## config.mk

```make
export PLATFORM = sky130hd
export DESIGN_NAME = imm_ext_pipe
export DESIGN_NICKNAME = d
export VERILOG_FILES = /design/src/rtl/imm_ext_pipe_pkg.sv /design/src/rtl/imm_ext_core.sv /design/src/rtl/imm_ext_pipe.sv
export SDC_FILE = /design/constraint.sdc
export NUM_CORES = 1
export LEC_CHECK = 0
export CORE_MARGIN = 2
export CORE_UTILIZATION = 51
export CTS_CLUSTER_SIZE = 30
export DETAILED_ROUTE_END_ITERATION = 7
export PLACE_DENSITY = 0.85
export SKIP_LAST_GASP = 1
export SYNTH_ARGS = -nofsm -noshare
export SYNTH_HDL_FRONTEND = slang
export SYNTH_SLANG_ARGS = --single-unit
export TNS_END_PERCENT = 100
```

## constraint.sdc

```tcl
create_clock -name clk -period 2.2 [get_ports clk]
set_input_delay 0.44 -clock clk [delete_from_list [all_inputs] [get_ports clk]]
set_output_delay 0.44 -clock clk [all_outputs]
set_load 0.01 [all_outputs]
```

## src/rtl/imm_ext_pipe_pkg.sv

```systemverilog
// Shared extension-op codes for the immediate-extension stage.
// Ops 4..7 are reserved and flagged as illegal by the core.
package imm_ext_pipe_pkg;

    localparam int EXT_OP_W = 3;

    typedef enum logic [EXT_OP_W-1:0] {
        EXT_ZERO    = 3'd0,
        EXT_SIGNED  = 3'd1,
        EXT_HIGHPOS = 3'd2,
        EXT_BRANCH  = 3'd3
    } ext_op_e;

endpackage

```

## src/rtl/imm_ext_core.sv

```systemverilog
// Combinational immediate extender: zero/sign extend, lui placement, branch offset.
// Requires DATA_W >= IMM_W+2 so the branch shift keeps the whole immediate.
module imm_ext_core
    import imm_ext_pipe_pkg::*;
#(
    parameter int IMM_W  = 16,
    parameter int DATA_W = 32
) (
    input  logic [IMM_W-1:0]    imm,
    input  logic [EXT_OP_W-1:0] op,
    output logic [DATA_W-1:0]   imm32,
    output logic                err
);

    logic [DATA_W-1:0] sext;

    assign sext = {{(DATA_W-IMM_W){imm[IMM_W-1]}}, imm};

    always_comb begin
        imm32 = '0;
        err   = 1'b0;
        case (op)
            EXT_ZERO:    imm32 = {{(DATA_W-IMM_W){1'b0}}, imm};
            EXT_SIGNED:  imm32 = sext;
            EXT_HIGHPOS: imm32 = {imm, {(DATA_W-IMM_W){1'b0}}};
            EXT_BRANCH:  imm32 = sext << 2;
            default:     err   = 1'b1;
        endcase
    end

endmodule

```

## src/rtl/imm_ext_pipe.sv

```systemverilog
// Pipelined immediate-extension stage: output register plus one skid entry,
// valid/ready on both sides, synchronous flush and reset.
module imm_ext_pipe
    import imm_ext_pipe_pkg::*;
#(
    parameter int IMM_W  = 16,
    parameter int DATA_W = 32,
    parameter int TAG_W  = 5
) (
    input  logic                clk,
    input  logic                rst,
    input  logic                flush,
    input  logic                in_valid,
    output logic                in_ready,
    input  logic [IMM_W-1:0]    in_imm,
    input  logic [EXT_OP_W-1:0] in_op,
    input  logic [TAG_W-1:0]    in_tag,
    output logic                out_valid,
    input  logic                out_ready,
    output logic [DATA_W-1:0]   out_imm,
    output logic [TAG_W-1:0]    out_tag,
    output logic                out_err
);

    logic [DATA_W-1:0] ext_imm;
    logic              ext_err;

    logic              or_valid;
    logic [DATA_W-1:0] or_imm;
    logic [TAG_W-1:0]  or_tag;
    logic              or_err;

    logic              sk_valid;
    logic [DATA_W-1:0] sk_imm;
    logic [TAG_W-1:0]  sk_tag;
    logic              sk_err;

    logic accept;
    logic or_free;

    imm_ext_core #(
        .IMM_W  (IMM_W),
        .DATA_W (DATA_W)
    ) u_core (
        .imm   (in_imm),
        .op    (in_op),
        .imm32 (ext_imm),
        .err   (ext_err)
    );

    // in_ready depends only on registered skid state, never on out_ready.
    assign in_ready = !sk_valid && !rst;
    assign accept   = in_valid && in_ready;
    assign or_free  = !or_valid || out_ready;

    always_ff @(posedge clk) begin
        if (rst) begin
            or_valid <= 1'b0;
            or_imm   <= '0;
            or_tag   <= '0;
            or_err   <= 1'b0;
            sk_valid <= 1'b0;
            sk_imm   <= '0;
            sk_tag   <= '0;
            sk_err   <= 1'b0;
        end else if (flush) begin
            or_valid <= 1'b0;
            sk_valid <= 1'b0;
        end else if (or_free) begin
            // Skid entry is older than anything upstream, so it refills OR first.
            if (sk_valid) begin
                or_valid <= 1'b1;
                or_imm   <= sk_imm;
                or_tag   <= sk_tag;
                or_err   <= sk_err;
                sk_valid <= 1'b0;
            end else if (accept) begin
                or_valid <= 1'b1;
                or_imm   <= ext_imm;
                or_tag   <= in_tag;
                or_err   <= ext_err;
            end else begin
                or_valid <= 1'b0;
            end
        end else if (accept) begin
            sk_valid <= 1'b1;
            sk_imm   <= ext_imm;
            sk_tag   <= in_tag;
            sk_err   <= ext_err;
        end
    end

    assign out_valid = or_valid;
    assign out_imm   = or_imm;
    assign out_tag   = or_tag;
    assign out_err   = or_err;

endmodule
```

==> results of run 1 <==
-- sequential cells by signal (all words and copies together), names as in the netlist --
register / flops
out_valid: 1
sk_err: 1
sk_imm: 32
sk_tag: 5
out_err: 1
sk_valid: 1
out_tag: 5
out_imm: 32
-- tightest hold or removal path, cell delays in order (launching register included) --
cell,delay (ps)
dfxtp_1,310
nand2_1,50
a21oi_1,50
-- cells by family after synthesis --
| family | Yosys count | share of synthesized area (%) |
|---|---|---|
| DFF | 78 | 44.8 |
| buffers and inverters | 40 | 5.38 |
| AOI/OAI and AO/OA | 110 | 20.9 |
| and+or+nand+nor | 151 | 19.2 |
| muxes | 34 | 9.76 |
-- stage by stage --
stage | total power [mW] | hold WS [ps]
floorplan | 1.69 | 431
CTS | 3.10 | 457
detailed placement | 1.89 | 446
global route | 3.20 | 475
finish | 3.09 | 456
global placement | 1.88 | 437
-- power by group through the flow --
stage / logic [mW] / registers, mW / clock network [mW]
detailed placement: 0.384 / 1.51 / 0
CTS: 0.388 / 1.47 / 1.24
global placement: 0.377 / 1.50 / 0
floorplan: 0.174 / 1.52 / 0
finish: 0.389 / 1.47 / 1.23
global route: 0.420 / 1.48 / 1.30
-- synthesized netlist by cell type (all sizes together) --
| cell type | count |
|---|---|
| dfxtp | 78 |
| nand2 | 77 |
| nor2 | 43 |
| a21oi | 37 |
| a211oi | 36 |
| mux2i | 34 |
| buf | 21 |
| nand2b | 18 |
| clkbuf | 15 |
| o21ai | 14 |
| o2bb2ai | 11 |
| inv | 4 |
| a31oi | 3 |
| nor3 | 3 |
| a311oi | 2 |
| and2 | 2 |
| nand3 | 2 |
| nor2b | 2 |
| nor4 | 2 |
| a221oi | 1 |
| a2bb2oi | 1 |
| nand3b | 1 |
| o211a | 1 |
| o311a | 1 |
| o31a | 1 |
| o32ai | 1 |
| o41ai | 1 |
| or4 | 1 |
-- cell type report --
class	instances	area, um2
Sequential cell	78	1560
Inverter	4	15.0
Timing Repair Buffer	87	868
Tap cell	80	100
Multi-Input combinational cell	295	1750
Fill cell	525	2190
Clock inverter	5	81.3
Clock buffer	11	151
-- metal layers --
layer	track usage, %	vias to the layer above	part of all wire [%]
li1	-	1563	-
met1	30.2	1464	46
met2	36.9	105	47
met3	5.81	20	5.4
met4	7.95	0	1.7
met5	0	-	0
-- path summary, 6_finish.rpt --
path,slack [ps],to,from,cells past startpoint
worst min-delay path,460,sk_imm[0]$_SDFFE_PP0P_,sk_imm[0]$_SDFFE_PP0P_,2
worst min register to register,460,sk_imm[0]$_SDFFE_PP0P_,sk_imm[0]$_SDFFE_PP0P_,2
worst max register to register,480,out_imm[17]$_SDFFE_PP0P_,sk_valid$_SDFFE_PP0P_,5
worst max-delay path,180,in_ready,sk_valid$_SDFFE_PP0P_,2
==> summary.md, run 1 <==
| Metric | Value |
|---|---|
| GRT Util Overall | `23.0%` |
| Placed Cells | `544` |
| Syn-to-layout area delta | `29.8%` |
| Net Switching | `0.749 mW` |
| Clock sink count | `78` |
| Placer Congestion | `0.854` |
| Slowest Stage Delay on Critical Path | `600 ps` |
| Final Hold Fails | `0` |
| Gates resized, CTS repair | `0` |
| Vias | `3152` |
| Clk root buf | `clkbuf_8` |
| CP startpoint kind | `flop` |
| Worst path bufs/invs | `1` |
| Routed WL per cell | `14.8 um` |
| Fin util | `67.4%` |
| Clk slew on worst S/H paths | `80 ps` |
| Net count reported at finish | `504` |
| Inserted Diodes | `0` |
| Setup bufs post-CTS | `0` |
| Clock skew | `6.60 ps` |
| Worst path slowest cell | `dfxtp_1` |
| Internal power | `2.34 mW` |
| Post-layout instance area | `0.00453 mm2` |
| Largest cells by area after synthesis | `dfxtp_1, mux2i_1, nand2_1` |
| Area leader, netlist | `dfxtp_1` |
| Antenna violations before repair | `0` |
| Sw Ratio | `24.2%` |
| Ys Warns | `0` |
| DRC | `0` |
| Syn Area/Cell | `8.44 um2` |
| Largest delay share family, worst path | `flip-flops` |
| Rel. slew slack | `66.5%` |
| Total Wirelength | `8310 um` |
| Vias in the first global route | `2930` |
| Sequential share of power | `47.6%` |
| Max_cap viols | `0` |
| Die W | `86.7 um` |
| Leak pwr | `1.67 nW` |
| Worst Path Required | `1760 ps` |
| DRT Pass-1 Iters | `4` |
| Post-synth top area share | `44.8%` |
| Logic gate share of total power | `12.6%` |
| Max IR drop VDD | `0.000445 V` |
| H-tree lvl count | `3` |
| Setup TNS | `0 ps` |
| Die area | `0.00751 mm2` |
| Synth unique cells | `36` |
| Yosys reg bits | `78` |
| Power Density | `683 mW/mm2` |
| Clock Path Buffers | `2` |
| Core area | `0.00672 mm2` |
| Minimum clock period after layout | `2020 ps` |
| Most common cell after layout, fill and taps aside | `dfxtp_1` |
| Post-Syn Instances | `413` |
| Setup crit end kind | `primary output` |
| CTS hold repair buffers | `0` |
| Post-route insts no fill | `560` |
| Clock Latency Late Sink | `350 ps` |
| IO Pins | `69` |
| Commonest non-fill, non-tap cells in the layout | `dfxtp_1, nand2_1, clkdlybuf4s50_1` |
| TritonCTS Buffers | `9` |
| Status | `completed` |
| DRT iter0 DRCs | `180` |
| Slew @ Worst Pin | `499 ps` |
| CP Class | `reg -> out` |
| Final ANT Viol Nets | `0` |
| Placed cell areas | `0.00429 mm2` |
| Hold Crit Class | `reg -> reg` |
| Final setup viols | `0` |
| Proportion of power drawn by the clock network | `39.9%` |
| First-pass GRT wire length | `13700 um` |
| Gr ovfl total | `0` |
| Post-Place Setup Slack | `31.7 ps` |
| Effective utilization at floorplan | `51.9%` |
| Slew Viols, Final | `0` |
| FP Rows | `30` |
| Share of layout cells above drive strength 1 | `8.75%` |
| Final Cycle Share | `91.7%` |
| RSZ-0062 raised after global routing | `no` |
| Die span in y | `86.7 um` |
| WP data arrival | `1580 ps` |
| Fmax | `496 MHz` |
| Largest net degree at the start of global routing | `41` |
| Crit-path max FO | `12` |
| CP Cell Sequence | `nor2_1, clkdlybuf4s50_1` |
| Setup ws final | `182 ps` |
| Sequential element share of the synthesized area | `44.8%` |
| CTS tree | `done` |
| Synth Cell Area | `0.00349 mm2` |
| Via density | `5.63` |
| DP Wirelength | `5660 um` |
| Syn Nets | `442` |
| PortBufs | `68` |
Power figures use the tool's default switching activity.
==> inputs of run 2 (changes only) <==
--- a/config.mk
+++ b/config.mk
@@ -9,6 +9,7 @@
 export CORE_UTILIZATION = 51
 export CTS_CLUSTER_SIZE = 30
 export DETAILED_ROUTE_END_ITERATION = 7
+export MAX_ROUTING_LAYER = met4
 export PLACE_DENSITY = 0.85
 export SKIP_LAST_GASP = 1
 export SYNTH_ARGS = -nofsm -noshare
==> run 2 against run 1 <==
Against the previous run:
- die area stayed put
- routed wire length is 0.55% lower
- sequential share of layout area unchanged
- fmax grew 0.15%
- register-to-register slack barely moved
- hold slack about the same
- combinational power barely moved
- utilization unchanged
- largest cell class unchanged
==> summary.md, run 2 (synthesis gave the netlist of run 1 again) <==
| Metric | Value |
|---|---|
| Worst Path Required | `1760 ps` |
| Setup crit end kind | `primary output` |
| Hold Crit Class | `reg -> reg` |
| H-tree lvl count | `3` |
| Routed WL per cell | `14.8 um` |
| Placed cell areas | `0.00429 mm2` |
| Post-layout instance area | `0.00453 mm2` |
| RR Endpoint | `out_imm[17]$_SDFFE_PP0P_` |
| Clock skew | `6.02 ps` |
| Total Wirelength | `8270 um` |
| Power Density | `683 mW/mm2` |
| WP data arrival | `1570 ps` |
| Slew @ Worst Pin | `515 ps` |
| Clk slew on worst S/H paths | `80 ps` |
| Sequential share of power | `47.6%` |
| Logic gate share of total power | `12.6%` |
| Inserted Diodes | `0` |
| DRT Pass-1 Iters | `4` |
| Rel. slew slack | `65.5%` |
| Worst reg2reg path depth | `5` |
| Proportion of power drawn by the clock network | `39.8%` |
| HP Start | `sk_imm[0]$_SDFFE_PP0P_` |
| Fin util | `67.4%` |
| Minimum clock period after layout | `2010 ps` |
| Syn-to-layout area delta | `29.8%` |
| Max_cap viols | `0` |
| Gates resized, CTS repair | `0` |
| Slew Viols, Final | `0` |
| Hold-critical path endpoint | `sk_imm[0]$_SDFFE_PP0P_` |
| Critical R2R Launch | `sk_valid$_SDFFE_PP0P_` |
| Fmax | `496 MHz` |
| Pwr Total | `3.09 mW` |
| Final Cycle Share | `91.6%` |
| Sw Ratio | `24.2%` |
| Die area | `0.00751 mm2` |
| Worst reg-to-reg setup slack | `490 ps` |
| Clock Latency Late Sink | `350 ps` |
| DRC | `0` |
| Clock sink count | `78` |
| Die W | `86.7 um` |
| Max IR drop VDD | `0.000444 V` |
| Most common cell after layout, fill and taps aside | `dfxtp_1` |
| Placer Congestion | `0.867` |
| Final Hold Fails | `0` |
| Hold Path Depth | `2` |
| CP Class | `reg -> out` |
| RSZ-0062 raised after global routing | `no` |
| Setup bufs post-CTS | `0` |
| Clk root buf | `clkbuf_8` |
| FP Rows | `30` |
| Antenna violations before repair | `0` |
| Final ANT Viol Nets | `0` |
| Commonest non-fill, non-tap cells in the layout | `dfxtp_1, nand2_1, clkdlybuf4s50_1` |
| Internal power | `2.34 mW` |
| DP Wirelength | `5660 um` |
| Filler cell count | `525` |
| CP startpoint kind | `flop` |
| Post-Place Setup Slack | `31.7 ps` |
| First-pass GRT wire length | `13700 um` |
| Effective utilization at floorplan | `51.9%` |
| Share of layout cells above drive strength 1 | `8.75%` |
| PortBufs | `68` |
| Via density | `5.63` |
| Vias | `3153` |
| TritonCTS Buffers | `9` |
| Setup TNS | `0 ps` |
| IO Pins | `69` |
| Setup ws final | `186 ps` |
| Vias in the first global route | `2918` |
| Clock Path Buffers | `2` |
| Leak pwr | `1.67 nW` |
| Die span in y | `86.7 um` |
| Final setup viols | `0` |
| GRT Util Overall | `23.7%` |
| Gr ovfl total | `0` |
| CTS tree | `done` |
| Status | `completed` |
| Net count reported at finish | `504` |
| Crit-path max FO | `12` |
| Core area | `0.00672 mm2` |
| Largest net degree at the start of global routing | `41` |
| DRT iter0 DRCs | `193` |
| CTS hold repair buffers | `0` |
| Net Switching | `0.747 mW` |
## run 2: cell counts in the layout (fill, tap and decap cells not counted)
No cell type changed its count.
## run 2: how the worst max path moves through the flow
stage | startpoint | end | slack, ps | cells after the start
floorplan | out_ready | sk_imm[0]$_SDFFE_PP0P_ | 520 | 6
global placement | out_ready | sk_imm[9]$_SDFFE_PP0P_ | 110 | 6
detailed placement | in_op[1] | out_imm[21]$_SDFFE_PP0P_ | 30 | 5
CTS | sk_valid$_SDFFE_PP0P_ | in_ready | 180 | 2
global route | sk_valid$_SDFFE_PP0P_ | in_ready | 120 | 2
finish | sk_valid$_SDFFE_PP0P_ | in_ready | 190 | 2
## run 2: per-layer routing
layer  up-vias  part of all wire [%]  track usage (%)
met2       106                    47             36.8
li1       1564                     -                -
met3        20                   5.7             5.71
met4         0                   1.6             7.95
met5         -                     0                -
met1      1463                    45             30.5
## run 2: cell type report
cell class	instances	area, um2	area share [%]
Clock buffer	11	151	3.35
Clock inverter	5	81.3	1.80
Inverter	4	15.0	0.332
Multi-Input combinational cell	295	1750	38.6
Sequential cell	78	1560	34.5
Tap cell	80	100	2.21
Timing Repair Buffer	87	868	19.2
## run 2: worst max-delay path: stages (launching register included)
cell and delay [ps]:
dfxtp_1 600, nor2_1 130, clkdlybuf4s50_1 500
## run 2: stage by stage
step | cells | hold WS, ps
after floorplan | 413 | 431
after global placement | 544 | 437
after detailed placement | 544 | 446
after CTS | 560 | 457
after global routing | 560 | 475
final | 560 | 456
## run 2: power groups by stage
stage	Sequential (mW)	Clock (mW)	Combinational [mW]
3_3_place_gp	1.50	0	0.377
4_1_cts	1.47	1.24	0.388
2_1_floorplan	1.52	0	0.174
3_5_place_dp	1.51	0	0.384
5_1_grt	1.48	1.30	0.420
6_report	1.47	1.23	0.388
==> inputs of run 3 (changes only) <==
--- a/config.mk
+++ b/config.mk
@@ -5,14 +5,16 @@
 export SDC_FILE = /design/constraint.sdc
 export NUM_CORES = 1
 export LEC_CHECK = 0
+export CAP_MARGIN = 15
 export CORE_MARGIN = 2
-export CORE_UTILIZATION = 51
+export CORE_UTILIZATION = 54
 export CTS_CLUSTER_SIZE = 30
 export DETAILED_ROUTE_END_ITERATION = 7
 export MAX_ROUTING_LAYER = met4
-export PLACE_DENSITY = 0.85
+export PLACE_DENSITY = 0.87
 export SKIP_LAST_GASP = 1
 export SYNTH_ARGS = -nofsm -noshare
 export SYNTH_HDL_FRONTEND = slang
+export SYNTH_HIERARCHICAL = 1
 export SYNTH_SLANG_ARGS = --single-unit
 export TNS_END_PERCENT = 100
==> run 3 against run 2 <==
Against the previous run:
- utilization fell by 0.55 points
- routed wire length rose by 17%
- critical path depth did not move
- global-route usage rose by 0.35 points
- critical endpoint unchanged
==> summary.md, run 3 <==
| Metric | Value |
|---|---|
| Inserted Diodes | `0` |
| Vias in the first global route | `3463` |
| Core area | `0.00761 mm2` |
| CP Launch Point | `sk_valid$_SDFFE_PP0P_` |
| Hold_ws | `479 ps` |
| Routed WL per cell | `15.3 um` |
| Internal power | `2.18 mW` |
| Critical R2R Launch | `sk_valid$_SDFFE_PP0P_` |
| Fmax | `538 MHz` |
| Sw Ratio | `25.2%` |
| Minimum clock period after layout | `1860 ps` |
| Effective utilization at floorplan | `54.8%` |
| Final Cycle Share | `84.5%` |
| Sequential share of power | `49.2%` |
| Placer Congestion | `0.863` |
| Mux contribution to synthesized area | `19.4%` |
| Setup crit end kind | `primary output` |
| Status | `completed` |
| Net Switching | `0.734 mW` |
| Setup bufs post-CTS | `0` |
| Post-synth top area share | `37.5%` |
| Global Route met1 Usage | `31.1%` |
| Die area | `0.00843 mm2` |
| Most common cell after layout, fill and taps aside | `dfxtp_1` |
| Largest cells by area after synthesis | `dfxtp_1, mux2i_1, a21oi_1` |
| Compound-Gate Fraction of Synth Area | `13.3%` |
| CTS hold repair buffers | `0` |
| Antenna violations before repair | `0` |
| Top FF cell, synth | `dfxtp_1` |
| Logic gate share of total power | `12.8%` |
| DRT Pass-1 Iters | `5` |
| Syn Area/Cell | `8.57 um2` |
| Slew @ Worst Pin | `667 ps` |
| Total Wirelength | `9680 um` |
| Synth Cell Area | `0.00417 mm2` |
| Crit-path max FO | `9` |
| RR Endpoint | `sk_imm[17]$_SDFFE_PP0P_` |
| Largest family of logic cells by synthesized area | `simple AND/OR/NAND/NOR gates` |
| Final setup viols | `0` |
| Clock skew | `6.05 ps` |
| DRC | `0` |
| Max_cap viols | `0` |
| First-pass GRT wire length | `16200 um` |
| Global-route track usage on met3 | `4.52%` |
| Clock Path Buffers | `2` |
| Clock sink count | `78` |
| Net count reported at finish | `555` |
| Clock Latency Late Sink | `350 ps` |
| DP Wirelength | `6220 um` |
| Post-Syn Instances | `486` |
| Via density | `5.81` |
| Synth Area in XOR/XNOR | `0%` |
| CP Class | `reg -> out` |
| Area leader, netlist | `dfxtp_1` |
| Gr busiest metal | `met2` |
| DRT iter0 DRCs | `333` |
| Leak pwr | `1.76 nW` |
| Setup TNS | `0 ps` |
| PortBufs | `68` |
| Clk root buf | `clkbuf_8` |
| Slew Viols, Final | `0` |
| WP data arrival | `1420 ps` |
| Synth unique cells | `27` |
| Max IR drop VDD | `0.000369 V` |
| Final Hold Fails | `0` |
| Global routing usage on met2 | `37.9%` |
| Final ANT Viol Nets | `0` |
| CP startpoint kind | `flop` |
| Yosys reg bits | `78` |
| Gates resized, CTS repair | `0` |
| Share of layout cells above drive strength 1 | `10.4%` |
| Hold Crit Class | `reg -> reg` |
| Clk slew on worst S/H paths | `80 ps` |
| Worst Setup EP | `in_ready` |
| Most frequent cell after synthesis | `dfxtp_1` |
| CTS tree | `done` |
| IO Pins | `69` |
| Gr ovfl total | `0` |
| Ys Warns | `6` |
| GRT Util Overall | `24.1%` |
| Largest net degree at the start of global routing | `70` |
| Worst reg-to-reg setup slack | `360 ps` |
| Rel. slew slack | `55.5%` |
| Proportion of power drawn by the clock network | `38.0%` |
| Simple-gate share of the synthesized area | `22.6%` |
| Die span in y | `91.8 um` |
| Power Density | `573 mW/mm2` |
| Syn-to-layout area delta | `22.0%` |
| Syn Nets | `515` |
| Worst Path Required | `1760 ps` |
| TritonCTS Buffers | `9` |
| Commonest non-fill, non-tap cells in the layout | `dfxtp_1, a21oi_1, clkdlybuf4s50_1` |
| Synth Area in Adders | `0%` |
| Fin util | `66.8%` |
| FP Rows | `32` |
| Synth cell count leaders | `dfxtp_1, a21oi_1, nand3_1` |
| Die W | `91.8 um` |
| Number of synthesized flops with an enable pin | `0` |
| H-tree lvl count | `3` |
| Async S/R FF share, synth | `0%` |
| Sequential element share of the synthesized area | `37.5%` |
| RSZ-0062 raised after global routing | `no` |
| Worst reg2reg path depth | `5` |
| Vias | `3676` |
-- run 3: changes by cell type after synthesis, sizes merged, moves of 24 or more --
cell,delta
a21oi,+30
nand3,+50
a211oi,-35
o21ai,+24
nand2,-75
nor2b,+38
mux2,+38
-- run 3: final cells by class --
class / count / area, um2
clock buffers: 11 / 151
flip-flops and latches: 78 / 1560
repair buffers: 81 / 863
clock inverters: 5 / 56.3
inverters: 1 / 3.75
multi-input cells: 355 / 2320
fillers: 602 / 2520
well taps: 102 / 128
-- run 3: power by group through the flow --
stage / combinational, mW / sequential (mW) / clock [mW]
final: 0.372 / 1.43 / 1.11
after CTS: 0.367 / 1.43 / 1.13
after global placement: 0.358 / 1.47 / 0
after global routing: 0.403 / 1.44 / 1.18
after floorplan: 0.212 / 1.47 / 0
after detailed placement: 0.366 / 1.47 / 0
-- run 3: worst min path at each step --
stage / start / end / depth (start not counted)
2_1_floorplan: sk_tag[0]$_SDFFE_PP0P_ / sk_tag[0]$_SDFFE_PP0P_ / 2
3_3_place_gp: sk_imm[12]$_SDFFE_PP0P_ / sk_imm[12]$_SDFFE_PP0P_ / 2
3_5_place_dp: sk_imm[0]$_SDFFE_PP0P_ / sk_imm[0]$_SDFFE_PP0P_ / 2
4_1_cts: sk_imm[0]$_SDFFE_PP0P_ / sk_imm[0]$_SDFFE_PP0P_ / 2
5_1_grt: sk_imm[1]$_SDFFE_PP0P_ / sk_imm[1]$_SDFFE_PP0P_ / 2
6_report: sk_imm[0]$_SDFFE_PP0P_ / sk_imm[0]$_SDFFE_PP0P_ / 2
-- run 3: metrics by stage --
stage,power [mW],setup WS (ps),instances,area [um2]
floorplan,1.69,476,486,4170
global route,3.02,289,633,5080
detailed placement,1.83,33.9,617,4870
finish,2.91,340,633,5080
CTS,2.93,325,633,5080
global placement,1.83,83.9,617,4870
-- run 3: cell families after synthesis --
family | count (synthesis)
simple gates | 171
compound gates | 108
flops | 78
mux | 76
buf+inv | 53
-- run 3: routing by layer --
metal | share of wire, % | vias up | wire, um
met2 | 48 | 151 | 4660
met3 | 6.1 | 18 | 593
li1 | - | 1761 | -
met5 | 0 | - | 0
met4 | 1.6 | 0 | 156
met1 | 44 | 1746 | 4260
-- run 3: critical path, stage by stage, from the launching register on --
cell and delay, ps:
dfxtp_2 390, nor2_1 130, clkdlybuf4s50_1 540
